$ cat config.mk
export PLATFORM = sky130hd
export DESIGN_NAME = mem_responder
export DESIGN_NICKNAME = d
export VERILOG_FILES = /design/src/rtl/mem_resp_pkg.sv /design/src/rtl/mem_resp_array.sv /design/src/rtl/mem_responder.sv
export SDC_FILE = /design/constraint.sdc
export NUM_CORES = 2
export LEC_CHECK = 0
export CORE_ASPECT_RATIO = 0.75
export CORE_MARGIN = 2
export CORE_UTILIZATION = 57
export CTS_CLUSTER_SIZE = 28
export DETAILED_ROUTE_END_ITERATION = 7
export GPL_ROUTABILITY_DRIVEN = 0
export PLACE_DENSITY_LB_ADDON = 0.3
export SYNTH_ARGS = -nofsm -noshare
export SYNTH_HDL_FRONTEND = slang
export SYNTH_HIERARCHICAL = 1
export SYNTH_SLANG_ARGS = --single-unit
$ cat constraint.sdc
create_clock -name clk -period 4.65 [get_ports clk]
set_clock_uncertainty 0.15 [all_clocks]
set_input_delay 0.93 -clock clk [delete_from_list [all_inputs] [get_ports clk]]
set_output_delay 0.93 -clock clk [all_outputs]
set_load 0.1 [all_outputs]
$ cat src/rtl/mem_resp_pkg.sv
// Shared types and default widths for the mem_responder slice.
// The MEM_RESP_WRPROT_EN macro (write protection) is consumed by mem_responder.
package mem_resp_pkg;

   localparam int ADDR_W = 13;
   localparam int DATA_W = 8;

   typedef enum logic [1:0] {
      IDLE,
      WAIT,
      ACCESS,
      HOLD
   } state_e;

   typedef enum logic {
      OP_RD,
      OP_WR
   } op_e;

endpackage

$ cat src/rtl/mem_resp_array.sv
// Single-port storage for mem_responder: synchronous write, registered read.
// Contents have no reset so they survive a responder reset.
module mem_resp_array #(
   parameter int DEPTH  = 256,
   parameter int DATA_W = 8,
   parameter int AW     = $clog2(DEPTH)
) (
   input  logic              clk,
   input  logic              we_i,
   input  logic [AW-1:0]     addr_i,
   input  logic [DATA_W-1:0] wdata_i,
   output logic [DATA_W-1:0] rdata_o
);
   import mem_resp_pkg::*;

   logic [DATA_W-1:0] mem_q [DEPTH];
   logic [DATA_W-1:0] rdata_q;

   // Read data is registered every cycle from whatever address is presented.
   always_ff @(posedge clk) begin
      if (we_i) begin
         mem_q[addr_i] <= wdata_i;
      end
      rdata_q <= mem_q[addr_i];
   end

   assign rdata_o = rdata_q;

endmodule

$ cat src/rtl/mem_responder.sv
// Strobe-driven memory responder with fixed wait-state latency and a one-cycle ack.
// Define MEM_RESP_WRPROT_EN to drop writes to addresses at or below ROM_TOP.
module mem_responder #(
   parameter int                  ADDR_W      = mem_resp_pkg::ADDR_W,
   parameter int                  DATA_W      = mem_resp_pkg::DATA_W,
   parameter int                  DEPTH       = 256,
   parameter int                  WAIT_CYCLES = 1,
   parameter logic [ADDR_W-1:0]   ROM_TOP     = 13'h00FF
) (
   input  logic              clk,
   input  logic              reset,
   input  logic              rd,
   input  logic              wr,
   input  logic [ADDR_W-1:0] addr,
   input  logic [DATA_W-1:0] data_in,
   output logic [DATA_W-1:0] data_out,
   output logic              data_oe,
   output logic              ack,
   output logic              busy,
   output logic              err
);
   import mem_resp_pkg::*;

   localparam int                AW        = $clog2(DEPTH);
   localparam logic [3:0]        WAIT_CNT  = 4'(WAIT_CYCLES);
   localparam logic [ADDR_W:0]   DEPTH_LIM = (ADDR_W+1)'(DEPTH);

   state_e              state_q;
   op_e                 op_q;
   logic [3:0]          waitCnt_q;
   logic [ADDR_W-1:0]   addr_q;
   logic [DATA_W-1:0]   wdata_q;
   logic [DATA_W-1:0]   dataOut_q;
   logic                dataOe_q;
   logic                ack_q;
   logic                busy_q;
   logic                err_q;

   logic                outOfRange;
   logic                protHit;
   logic                strobeHeld;
   logic                memWe;
   logic [AW-1:0]       memAddr;
   logic [DATA_W-1:0]   memRdata;

   assign outOfRange = ({1'b0, addr_q} >= DEPTH_LIM);
   assign strobeHeld = (op_q == OP_WR) ? wr : rd;

`ifdef MEM_RESP_WRPROT_EN
   assign protHit = (op_q == OP_WR) && (addr_q <= ROM_TOP);
`else
   logic unused_rom_top_w;
   assign unused_rom_top_w = ^ROM_TOP;
   assign protHit          = 1'b0;
`endif

   // In IDLE the live address is presented so read data is ready even with zero wait states.
   assign memAddr = (state_q == IDLE) ? addr[AW-1:0] : addr_q[AW-1:0];
   assign memWe   = (state_q == ACCESS) && (op_q == OP_WR) && !outOfRange && !protHit;

   mem_resp_array #(
      .DEPTH  (DEPTH),
      .DATA_W (DATA_W),
      .AW     (AW)
   ) u_array (
      .clk     (clk),
      .we_i    (memWe),
      .addr_i  (memAddr),
      .wdata_i (wdata_q),
      .rdata_o (memRdata)
   );

   // Access FSM; ack and err default low so they only ever pulse for one cycle.
   always_ff @(posedge clk) begin
      if (reset) begin
         state_q   <= IDLE;
         op_q      <= OP_RD;
         waitCnt_q <= '0;
         addr_q    <= '0;
         wdata_q   <= '0;
         dataOut_q <= '0;
         dataOe_q  <= 1'b0;
         ack_q     <= 1'b0;
         busy_q    <= 1'b0;
         err_q     <= 1'b0;
      end else begin
         ack_q <= 1'b0;
         err_q <= 1'b0;
         case (state_q)
            IDLE: begin
               if (rd && wr) begin
                  err_q   <= 1'b1;
                  state_q <= HOLD;
               end else if (rd || wr) begin
                  addr_q    <= addr;
                  wdata_q   <= data_in;
                  op_q      <= wr ? OP_WR : OP_RD;
                  waitCnt_q <= WAIT_CNT;
                  busy_q    <= 1'b1;
                  state_q   <= (WAIT_CYCLES == 0) ? ACCESS : WAIT;
               end
            end
            WAIT: begin
               if (!strobeHeld) begin
                  waitCnt_q <= '0;
                  busy_q    <= 1'b0;
                  state_q   <= IDLE;
               end else begin
                  waitCnt_q <= waitCnt_q - 4'd1;
                  if (waitCnt_q == 4'd1) begin
                     state_q <= ACCESS;
                  end
               end
            end
            ACCESS: begin
               ack_q   <= 1'b1;
               err_q   <= outOfRange || protHit;
               busy_q  <= 1'b0;
               state_q <= HOLD;
               if (op_q == OP_RD) begin
                  dataOe_q  <= 1'b1;
                  dataOut_q <= outOfRange ? '0 : memRdata;
               end
            end
            HOLD: begin
               if (!rd) begin
                  dataOe_q  <= 1'b0;
                  dataOut_q <= '0;
               end
               if (!rd && !wr) begin
                  state_q <= IDLE;
               end
            end
            default: begin
               state_q <= IDLE;
            end
         endcase
      end
   end

   assign data_out = dataOut_q;
   assign data_oe  = dataOe_q;
   assign ack      = ack_q;
   assign busy     = busy_q;
   assign err      = err_q;

endmodule
Word-level counts from Yosys, hierarchy flattened
Memories as Yosys holds them, arrays and structs flattened. A register that Yosys moved wholly into a read port is not among the register bits.
Index checks and enable logic that the tools add are counted.
Word-level totals
  register bits: 40
  RAM bits: 2048
  output and inout bits: 12
  word-level logic and storage cells: 72
  memories: 1
Operators by class
  add/sub/neg operators: 1
  magnitude comparators: 1
  eq/ne operators: 12
  multiplexer cells: 29
  bitwise gates (word level): 1
  reduce and logical (&&, ||, !) cells: 17
Memory list
  u_array.mem_q: depth 256, bits a word 8, read ports 1, clocked after memory_dff 1, wr ports 1, RTL line mem_resp_array.sv:16  | logic [DATA_W-1:0] mem_q [DEPTH];
Operators with widths (number)
  8-bit two-way mux: 4
  8-bit case mux with 2 select lines: 1
  13-bit by 9-bit >= comparator with 1-bit output (second input constant): 1
  4-bit two-way mux: 3
  3-bit AND reduction: 4
  1-bit two-way mux: 11
  2-bit two-way mux: 5
  2-bit inequality test (second input constant): 5
  2-bit case mux with 4 select lines: 1
  4-bit case mux with 2 select lines: 1
  2-bit equality test (second input constant): 2
  4-bit by 1-bit equality test with 1-bit output (second input constant): 1
  1-bit logical AND: 4
  1-bit case mux with 2 select lines: 2
  4-bit AND reduction: 1
  2-bit nonzero test: 2
  4-bit by 1-bit subtractor with 4-bit output (second input constant): 1
  1-bit logical NOT: 3
  3-bit by 1-bit inequality test with 1-bit output (second input constant): 1
  3-bit inequality test (second input constant): 1
  1-bit case mux with 3 select lines: 1
  3-bit nonzero test: 1
  2-bit by 1-bit equality test with 1-bit output (second input constant): 1
  2-bit logical NOT: 1
  other kinds (3): 3

Depth between registers and ports, before layout
  depth after elaboration: 5
  gate-level depth with buffers: 15
  mapped depth without buffers: 8

Modules after synthesis
Netlist, hierarchy kept.
By module, submodules not included
  mem_resp_array: times used 1, cells an instance 3547, area an instance 78492.8 um^2, seq. area each 61659.1 um^2
  mem_responder: times used 1, cells an instance 210, area an instance 1794.2 um^2, seq. area each 800.8 um^2

Worst setup path after synthesis
No wires, ideal clock.
  path kind: register -> register
  start: reg wdata_q[0]
  end: mem u_array.mem_q[0][0] (data pin)
  setup time: 0.856 ns
  arrival time: 3.397 ns
  required time: 3.644 ns
  path slack: 0.247 ns
  stages on the path, launching flop included: 1
  buffers on the path: 0
  clock period less this slack: 4.403 ns
  cell sequence: dfxtp_1
RTL lines
  start, declared: RTL line mem_responder.sv:32  | logic [DATA_W-1:0] wdata_q;
  start signal, assigned: RTL line mem_responder.sv:96  | wdata_q <= data_in;
  end, declared: RTL line mem_resp_array.sv:16
Straight into the memory's write port.

Final worst setup path
  start: reg state_q[0]
  end: reg u_array.rdata_q[6], in the netlist u_array/rdata_o[6] (read register of u_array.mem_q)
Between the ends
  longest elaborated chain between the ends: 2
Ends and longest elaborated chain
  start, declared: RTL line mem_responder.sv:28  | state_e state_q;
  start signal, assigned: RTL line mem_responder.sv:100  | state_q <= (WAIT_CYCLES == 0) ? ACCESS : WAIT;
  2-bit logical NOT: RTL line mem_responder.sv:58  | assign memAddr = (state_q == IDLE) ? addr[AW-1:0] : addr_q[AW-1:0];
  8-bit two-way mux: RTL line mem_responder.sv:58
  via memAddr[1]: RTL line mem_responder.sv:43  | logic [AW-1:0] memAddr;
  end, declared: RTL line mem_resp_array.sv:17  | logic [DATA_W-1:0] rdata_q;
The timed path passes the listed nets, and every way through them passes these cells.
A chain may end at the register's enable or synchronous reset.

==> flow_summary.ini <==
[critical_path]
crit_path_end_kind = flip-flop
rrSetupSlack_ps = 270
cp-start-kind = flip-flop
crit_required_ps = 5200
worst-setup-path-type = reg -> reg
cp.arrival_ps = 4930
cp_max_fo = 38
critical_path.reg2reg.startpoint = state_q[0]
reg2regPathDepth = 12
r2r-end = u_array/rdata_o[6]

[floorplanning]
dieHeight_um = 329
dieWidth_um = 437
placement_rows = 119
top_level_ports = 37
core_area_um2 = 140000
fp.dieArea_um2 = 144000
initial_core_util_pct = 57.3

[min_path]
holdCritPathClass = reg -> reg
hold_path_startpoint = data_oe
holdPathEnd = data_oe
number_of_cells_traversed_by_the_worst_hold_path = 2

[clock_tree]
cts.clk_slew.worst_paths_ps = 70
hold_buffers = 0
cts_repair_resize_count = 0
cts_num_sinks = 2096
cts_htree_levels = 4
post-cts-setup-buffer-count = 0
worstSkewPairLatency_ps = 810
numCtsBuffers = 183
clock_tree.root_cell = sky130_fd_sc_hd__clkbuf_16
tritoncts = done
ctsLongestPathBuffers = 3

[sta]
setup_viol = 0
min_cycle_time_layout_ps = 4380
finalMaxSlewViolations = 0
slew_headroom_pct = 18.6
timing.hold.ws_ps = 304
highest_clock_rate_mhz = 228
worst_max_slew_pin_slew_ps = 1220
hold_viol_final = 0
timing.final.crit_share_pct = 94.3
grt_setup_unrepaired = false

[logic_synthesis]
mappedNetlistNets = 3788
synth_adder_area_share_pct = 0.0935
postSynthCellCount = 3757
synth_cell_type_count = 41
synth_top_family_by_area = multiplexers
synth_area_um2 = 80300
ys.warnings.count = 6
synthesis.area_per_instance_um2 = 21.4
synthArstFlopShare_pct = 0
synth-edff-count = 2048
yosys-mux-area-fraction_pct = 14.5
yosysSeqAreaShare_pct = 77.8
synthSimpleGateAreaFrac_pct = 2.13
ys_dominant_reg_cell = sky130_fd_sc_hd__edfxtp_1
synth_seq_cells = 2096
synthXorXnorAreaFrac_pct = 0.0421
synth_compound_gate_area_share_pct = 3.94

[grt]
grt_use_total_pct = 27.4
antenna_found_initial = 9
overflow = 0
largest_net_degree_at_the_start_of_global_routing = 258
grt_first_pass_wirelength_mm = 284
first_global_vias = 40500

[layout]
final_layout_size_suffix_gt1_share_pct = 28.6
area_growth_syn_to_layout_pct = 14.4
mostFrequentLayoutCells = sky130_fd_sc_hd__edfxtp_1, sky130_fd_sc_hd__mux4_2, sky130_fd_sc_hd__buf_4, sky130_fd_sc_hd__a22oi_1, sky130_fd_sc_hd__nor2_1
final_net_count = 4219
layoutNonFillerInstCount = 6219
finalInstanceArea_um2 = 91900
layout.cells.most_common = sky130_fd_sc_hd__edfxtp_1

[routing]
drt_pass1_iterations = 5
drtIter0Drc = 6310
routed_wire_length_per_instance_um = 31.3
detail-route-antenna-nets = 0
route.final.wire_length_mm = 195
post_drt_via_cell_ratio = 6.58
remaining_drc_errors = 0
num_vias = 41000

[pwr]
cellPowerDensity_nw_per_um2 = 552
ir_worst_vdd_mv = 0.420
power.total_mw = 50.7
p_leak_nw = 28.6

[placement]
dpl.cell_count = 5878
buffer_ports.inserted = 36
post_dp_cell_area_um2 = 86000
hpwl_mm = 116

[outcome]
status = finished, final reports clean

[job]
max-cap-violations = 0
-- cells in the mapped netlist, types with 2 or more instances --
library cell	instances	area, um^2
sky130_fd_sc_hd__edfxtp_1	2048	61500
sky130_fd_sc_hd__mux4_2	512	11500
sky130_fd_sc_hd__a22oi_1	265	1990
sky130_fd_sc_hd__nor2_1	251	942
sky130_fd_sc_hd__a21oi_1	156	781
sky130_fd_sc_hd__clkbuf_1	148	556
sky130_fd_sc_hd__nand2_1	77	289
sky130_fd_sc_hd__dfxtp_1	48	961
sky130_fd_sc_hd__buf_2	42	210
sky130_fd_sc_hd__o41ai_1	33	289
sky130_fd_sc_hd__nor3_1	31	155
sky130_fd_sc_hd__buf_1	19	71.3
sky130_fd_sc_hd__buf_6	18	203
sky130_fd_sc_hd__buf_4	16	120
sky130_fd_sc_hd__nand3_1	14	70.1
sky130_fd_sc_hd__inv_1	9	33.8
sky130_fd_sc_hd__mux2_2	8	90.1
sky130_fd_sc_hd__nand4_1	8	50.1
sky130_fd_sc_hd__nand2b_1	7	43.8
sky130_fd_sc_hd__nor2b_1	7	43.8
sky130_fd_sc_hd__ha_1	6	75.1
sky130_fd_sc_hd__a211oi_1	4	30.0
sky130_fd_sc_hd__o21ai_0	4	20.0
sky130_fd_sc_hd__and2_1	3	18.8
sky130_fd_sc_hd__mux2i_1	2	20.0
sky130_fd_sc_hd__o31ai_1	2	15.0
sky130_fd_sc_hd__or2_2	2	12.5
sky130_fd_sc_hd__or3_1	2	12.5
sky130_fd_sc_hd__or3b_1	2	17.5
sky130_fd_sc_hd__xnor2_1	2	17.5
-- final cells by class --
class / instances / area (um^2)
flip-flops and latches: 2096 / 62500
fillers: 8814 / 48200
multi-input cells: 1408 / 16700
clock buffers: 236 / 4930
repair buffers: 490 / 4440
well taps: 1875 / 2350
clock inverters: 102 / 945
inverters: 9 / 33.8
diodes: 3 / 7.51
-- worst max-delay path by stage --
stage,from,endpoint,depth (start not counted)
detailed placement,addr[0],u_array/rdata_o[6],10
global placement,addr[0],u_array/rdata_o[6],11
finish,state_q[0],u_array/rdata_o[6],12
CTS,state_q[0],u_array/rdata_o[6],12
floorplan,wdata_q[0],u_array/mem_q[0][0],0
global route,state_q[1],u_array/rdata_o[3],12
-- worst max-delay path, stage by stage (launching register included) --
cell and delay (ps):
sky130_fd_sc_hd__dfxtp_1 390, sky130_fd_sc_hd__inv_1 80, sky130_fd_sc_hd__ha_1 310, sky130_fd_sc_hd__buf_4 250, sky130_fd_sc_hd__mux2_8 620, sky130_fd_sc_hd__buf_12 250
sky130_fd_sc_hd__buf_12 230, sky130_fd_sc_hd__mux4_2 360, sky130_fd_sc_hd__a22oi_1 240, sky130_fd_sc_hd__a21oi_1 150, sky130_fd_sc_hd__o41ai_1 840, sky130_fd_sc_hd__buf_4 240
sky130_fd_sc_hd__nand4_1 90
-- registers in the layout, summed over array words and instances, names as in the netlist --
register	flops
data_oe	1
data_out	8
waitCnt_q	4
ack	1
state_q	2
u_array/mem_q	2048
err	1
u_array/rdata_o	8
wdata_q	8
addr_q	13
op_q	1
busy	1
-- through the flow --
step                      utilization (%)  setup TNS, ps  setup WS (ps)
after floorplan                         -              0            247
final                                65.6              0            267
after CTS                            65.6              0            320
after detailed placement             61.4           -298           -163
after global routing                 65.6              0            201
after global placement               61.4           -243           -138
-- power by group --
| group | switching, mW | leakage [nW] | internal [mW] |
|---|---|---|---|
| logic | 7.98 | 6.92 | 5.59 |
| clock network | 6.66 | 2.86 | 8.42 |
| registers | 0.381 | 18.8 | 21.7 |
| total | 15.0 | 28.6 | 35.7 |
-- logic make-up (layout without fill, tap and decap cells) --
kind of cell	Yosys count	count (layout)
fa+ha+maj	6	6
mux	522	522
buf+inv	253	837
compound gates	468	468
xor+xnor	3	3
simple gates	409	409
other cells	0	3
flops	2096	2096
-- metal layers --
layer / up-vias / track usage (%) / routed length, um
li1: 16600 / - / -
met1: 21400 / 41.1 / 76400
met2: 2567 / 40.8 / 89600
met3: 326 / 6.09 / 22400
met4: 8 / 9.24 / 6210
met5: - / 0 / 55
(Power assumes the default switching activity.)
